`src/rtl/uart_pkg.sv`:
```
// Shared constants and types for the UART receive FIFO.
package uart_pkg;

  localparam int unsigned OVR_CNT_W               = 16;
  localparam int unsigned DEFAULT_BITS_DATA       = 8;
  localparam int unsigned DEFAULT_FIFO_DEPTH_LOG2 = 4;

  typedef logic [OVR_CNT_W-1:0] ovr_cnt_t;

endpackage

```
`src/rtl/uart_fifo_mem.sv`:
```
// Simple dual-port storage: synchronous write, registered read (distributed-RAM friendly).
module uart_fifo_mem #(
  parameter int unsigned Width     = 8,
  parameter int unsigned AddrWidth = 4
) (
  input  logic                 clk,
  input  logic                 reset,
  input  logic                 wr_en,
  input  logic [AddrWidth-1:0] wr_addr,
  input  logic [Width-1:0]     wr_data,
  input  logic [AddrWidth-1:0] rd_addr,
  output logic [Width-1:0]     rd_data
);

  localparam int unsigned Depth = 1 << AddrWidth;

  logic [Width-1:0] mem [Depth];

  always_ff @(posedge clk) begin
    if (wr_en) begin
      mem[wr_addr] <= wr_data;
    end
  end

  // Only the output register is reset; the array itself is never cleared.
  always_ff @(posedge clk) begin
    if (reset) begin
      rd_data <= '0;
    end else begin
      rd_data <= mem[rd_addr];
    end
  end

endmodule

```
`src/rtl/uart_rx_fifo.sv`:
```
// Receive FIFO behind a UART receiver: edge-detects rx_valid, buffers characters, flags drops.
// Optional overrun counter enabled by defining UART_RX_FIFO_OVR_CNT_EN.
module uart_rx_fifo
  import uart_pkg::*;
#(
  parameter int unsigned BITS_DATA       = DEFAULT_BITS_DATA,
  parameter int unsigned FIFO_DEPTH_LOG2 = DEFAULT_FIFO_DEPTH_LOG2
) (
  input  logic                       sclk,
  input  logic                       reset,
  input  logic [BITS_DATA-1:0]       rx_data,
  input  logic                       rx_valid,
  output logic [BITS_DATA-1:0]       out_data,
  output logic                       out_valid,
  input  logic                       out_ready,
  output logic [FIFO_DEPTH_LOG2:0]   fill,
  output logic                       full,
  output logic                       overrun,
  input  logic                       overrun_clr
`ifdef UART_RX_FIFO_OVR_CNT_EN
  ,
  output logic [OVR_CNT_W-1:0]       overrun_cnt
`endif
);

  localparam int unsigned Depth = 1 << FIFO_DEPTH_LOG2;
  localparam int unsigned FillW = FIFO_DEPTH_LOG2 + 1;
  localparam logic [FIFO_DEPTH_LOG2-1:0] PtrOne = 1;
  localparam logic [FillW-1:0] FillOne  = 1;
  localparam logic [FillW-1:0] FillFull = FillW'(Depth);

  logic [FIFO_DEPTH_LOG2-1:0] wr_ptr_q, wr_ptr_d;
  logic [FIFO_DEPTH_LOG2-1:0] rd_ptr_q, rd_ptr_d;
  logic [FIFO_DEPTH_LOG2-1:0] rd_addr;
  logic [FillW-1:0]           fill_q, fill_d, fill_after_pop;
  logic                       rx_valid_d;  // rx_valid delayed by one cycle
  logic                       out_valid_q, out_valid_d;
  logic                       overrun_q, overrun_d;
  logic                       push, pop, wr_en, drop;

  assign full  = (fill_q == FillFull);
  assign push  = rx_valid && !rx_valid_d;
  assign pop   = out_valid_q && out_ready;
  assign wr_en = push && (!full || pop) && !reset;
  assign drop  = push && full && !pop;

  // Look ahead on pop so the next entry lands in the read register without a bubble.
  assign rd_addr = pop ? rd_ptr_q + PtrOne : rd_ptr_q;

  // Entries written at this edge are not yet readable, so they do not count towards out_valid.
  assign fill_after_pop = pop ? fill_q - FillOne : fill_q;

  always_comb begin
    wr_ptr_d    = wr_en ? wr_ptr_q + PtrOne : wr_ptr_q;
    rd_ptr_d    = rd_addr;
    out_valid_d = (fill_after_pop != '0);
    fill_d      = fill_q;
    case ({wr_en, pop})
      2'b10:   fill_d = fill_q + FillOne;
      2'b01:   fill_d = fill_q - FillOne;
      default: fill_d = fill_q;
    endcase
    overrun_d = overrun_q;
    if (drop) begin
      overrun_d = 1'b1;
    end else if (overrun_clr) begin
      overrun_d = 1'b0;
    end
  end

  always_ff @(posedge sclk) begin
    if (reset) begin
      wr_ptr_q    <= '0;
      rd_ptr_q    <= '0;
      fill_q      <= '0;
      rx_valid_d  <= 1'b1;
      out_valid_q <= 1'b0;
      overrun_q   <= 1'b0;
    end else begin
      wr_ptr_q    <= wr_ptr_d;
      rd_ptr_q    <= rd_ptr_d;
      fill_q      <= fill_d;
      rx_valid_d  <= rx_valid;
      out_valid_q <= out_valid_d;
      overrun_q   <= overrun_d;
    end
  end

`ifdef UART_RX_FIFO_OVR_CNT_EN
  ovr_cnt_t cnt_q, cnt_d;

  always_comb begin
    cnt_d = cnt_q;
    if (drop && overrun_clr) begin
      cnt_d = ovr_cnt_t'(1);
    end else if (drop) begin
      if (cnt_q != '1) begin
        cnt_d = cnt_q + ovr_cnt_t'(1);
      end
    end else if (overrun_clr) begin
      cnt_d = '0;
    end
  end

  always_ff @(posedge sclk) begin
    if (reset) begin
      cnt_q <= '0;
    end else begin
      cnt_q <= cnt_d;
    end
  end

  assign overrun_cnt = cnt_q;
`endif

  uart_fifo_mem #(
    .Width     (BITS_DATA),
    .AddrWidth (FIFO_DEPTH_LOG2)
  ) u_mem (
    .clk     (sclk),
    .reset   (reset),
    .wr_en   (wr_en),
    .wr_addr (wr_ptr_q),
    .wr_data (rx_data),
    .rd_addr (rd_addr),
    .rd_data (out_data)
  );

  assign out_valid = out_valid_q;
  assign fill      = fill_q;
  assign overrun   = overrun_q;

endmodule

```
`config.mk`:
```
export PLATFORM = sky130hd
export DESIGN_NAME = uart_rx_fifo
export DESIGN_NICKNAME = d
export VERILOG_FILES = /design/src/rtl/uart_pkg.sv /design/src/rtl/uart_fifo_mem.sv /design/src/rtl/uart_rx_fifo.sv
export SDC_FILE = /design/constraint.sdc
export NUM_CORES = 1
export LEC_CHECK = 0
export BUFFER_PORTS_ARGS = -buffer_cell sky130_fd_sc_hd__buf_2
export CORE_MARGIN = 2
export CORE_UTILIZATION = 45
export CTS_CLUSTER_DIAMETER = 80
export DETAILED_ROUTE_END_ITERATION = 6
export HOLD_SLACK_MARGIN = 0.15
export SYNTH_ARGS = -nofsm -noshare
export SYNTH_HDL_FRONTEND = slang
export SYNTH_SLANG_ARGS = --single-unit
export TNS_END_PERCENT = 50
```
`constraint.sdc`:
```
create_clock -name sclk -period 3.5 [get_ports sclk]
set_clock_uncertainty 0.1 [all_clocks]
set_input_delay 0.35 -clock sclk [delete_from_list [all_inputs] [get_ports sclk]]
set_output_delay 0.35 -clock sclk [all_outputs]
set_load 0.005 [all_outputs]
```
==> impl_results.md <==
* Status: finished, final reports clean
* Net count, final at 443
* Hold Path Stages at 1
* Routed len/inst at 20.1 um
* CTS clk-pin slew, worst paths at 60 ps
* Seq/Total Area, Yosys at 70.1%
* CTS tree: built
* Overall Global Routing Usage at 18.4%
* Synthesized cell area at 0.00617 mm2
* Postcts setup bufs at 0
* Drt via density at 5.54
* Largest net degree at the start of global routing at 31
* Avg Inst Size Synth at 16.7 um2
* Relative slew slack at 43.3%
* Clock Sinks at 152
* Starting Density at 46.4%
* Clk network pwr share at 43.5%
* Internal power at 0.00317 W
* Area contributors post-synth: edfxtp_1, mux4_2, dfxtp_1
* Crit Path Category: flop to flop
* Mapped Nets at 391
* Sw Ratio at 21.7%
* Min Clock Period, post-route at 2840 ps
* Final Cycle Share at 81.0%
* Distinct cells, synth at 51
* FF+latch area at 0.00432 mm2
* Area leader, netlist: edfxtp_1
* GRT Residual Overflow at 0
* EDFF count, synth at 128
* Count leader, synth: edfxtp_1
* Post-synth top area share at 62.3%
* Commonest register cell after synthesis: edfxtp_1
* IO Port Bufs at 28
* WL final at 12.2 mm
* Max cap viols at 0
* Initial antenna violation count at 0
* Placed Area at 0.00660 mm2
* Share of layout cells above drive strength 1 at 26.5%
* Vias in the first global route at 3,415
* Worst-Skew Late Latency at 420 ps
* Max Fanout on Critical Path at 8
* Cells after synthesis at 370
* Fin. Hold Viols at 0
* Most frequent cells after synthesis: edfxtp_1, nor2_1, mux4_2
* Cts hold-fix bufs at 2
* Synthesis Warnings at 0
* Synth async-reset ratio at 0%
* Power share of the combinational group at 7.2%
* Area occupied by multi-input gates at 0.00174 mm2
* Crit start category: flop
* P_sw at 0.000876 W
* Sequential share of power at 49.3%
* Iteration-0 DRC Markers at 303
* CTS Buf Count at 17
* Peak VDD IR at 0.400 mV
* Worst R2R Path Depth at 6
* Pwr dens at 563 mW/mm2
* IO Pins at 29
* Die area at 0.0147 mm2
* DRT Pass-1 Iters at 5
* Setup_tns at 0 ps
* H-tree levels at 4
* F_max at 353 MHz
* Chip width at 121 um
* Final Instance Area at 0.00720 mm2
* # fillers at 1,077
* Via count at 3,378
* Min-Delay Path Class: primary input to flop
* First-pass GRT wire length at 19.4 mm
* CTS root buf: clkbuf_16
* Placer Congestion at 0.858
* DRT antenna net count at 0
* CTS-repair resized insts at 0
* Final HPWL DP at 7.93 mm
* RSZ-0062 raised after global routing: false
* Final worst slack at 663 ps
* CP Data Arrival Time at 2780 ps
* Final Max Slew Viols at 0
* Chip Height at 121 um
* Max clock buf depth at 2
* Total core area at 0.0133 mm2
* Antenna Cells at 0
* Static Leakage at 2.46 nW
* Worst slack at placement at 687 ps
* Drt drc at 0
* WP data required at 3440 ps
* Crit. End Element: flop
* Synth-to-Final Area Change at 16.6%
* Rows at 42
* Setup-failing EPs final at 0
* FF+latch count, synth at 152
* Tightest Pin Transition at 847 ps
final timing paths:
| path | start | endpoint | slack (ps) |
|---|---|---|---|
| hold reg to reg | overrun$_SDFFE_PP0P_ | overrun$_SDFFE_PP0P_ | 380 |
| hold / removal | rx_data[7] | u_mem.mem[14][7]$_DFFE_PP_ | 210 |
| setup / recovery | fill[0]$_SDFFE_PP0P_ | u_mem.mem[6][6]$_DFFE_PP_ | 660 |
| setup reg to reg | fill[0]$_SDFFE_PP0P_ | u_mem.mem[6][6]$_DFFE_PP_ | 660 |
layer usage:
metal / wire length [um] / global-route usage (%)
met5: 0 / 0
met4: 197 / 6.18
met3: 597 / 5.12
met2: 6110 / 29.9
met1: 5330 / 24.0
through the flow:
| stage | hold slack [ps] | total power [W] | utilization, % | instances |
|---|---|---|---|---|
| 4_1_cts | 203 | 0.00408 | 54.1 | 610 |
| 3_5_place_dp | 373 | 0.00233 | 49.6 | 577 |
| 3_3_place_gp | 355 | 0.00232 | 49.6 | 577 |
| 2_1_floorplan | 349 | 0.00224 | - | 370 |
| 6_report | 214 | 0.00405 | 54.1 | 610 |
| 5_1_grt | 204 | 0.00419 | 54.1 | 610 |
worst max-delay path, cell delays in order (launching register included):
cell     delay, ps
dfxtp_1        440
inv_1           90
ha_1           270
a41oi_1        470
and2b_1        280
nand2_1        140
nor2_1         670
layout by cell type, fill, tap and decap left out, drive strengths merged, types with 3 or more instances in the layout:
master	instances
mux2	6
clkbuf	17
a31oi	5
mux4	28
ha	8
nor2b	5
a32oi	3
nand2b	12
edfxtp	128
nor2	30
a21oi	5
mux2i	5
nand3	11
o21ai	5
xnor2	4
a22oi	8
buf	46
xor2	5
clkinv	9
o211ai	3
nor3	6
nand2	18
dfxtp	24
inv	10
layout make-up:
class,count,share of cell area (%)
Sequential cell,152,60.1
Multi-Input combinational cell,196,24.2
Clock buffer,17,5.91
Timing Repair Buffer,48,4.28
Tap cell,176,3.06
Clock inverter,14,2.09
Inverter,7,0.365
power groups by stage:
stage	Clock (W)	Sequential [W]	Combinational [W]
6_report	0.00176	0.00200	0.000293
5_1_grt	0.00187	0.00200	0.000323
4_1_cts	0.00179	0.00200	0.000297
3_5_place_dp	0	0.00203	0.000294
3_3_place_gp	0	0.00203	0.000292
2_1_floorplan	0	0.00203	0.000207
cell families (layout without fill, tap and decap cells):
kind of cell | after synthesis | after routing | share of synthesized area (%)
buf+inv | 22 | 86 | 1.68
flops | 152 | 152 | 70.1
xor+xnor | 9 | 9 | 1.28
mux | 39 | 39 | 12.1
fa+ha+maj | 8 | 8 | 1.62
compound gates | 41 | 41 | 4.99
simple gates | 99 | 99 | 8.21
state kept, by name, indices dropped and copies added (netlist names):
name / flops
out_valid: 1
fill: 5
u_mem.mem: 128
u_mem.rd_data: 8
overrun: 1
wr_ptr_q: 4
rx_valid_d: 1
rd_ptr_q: 4
(Power assumes the default switching activity.)
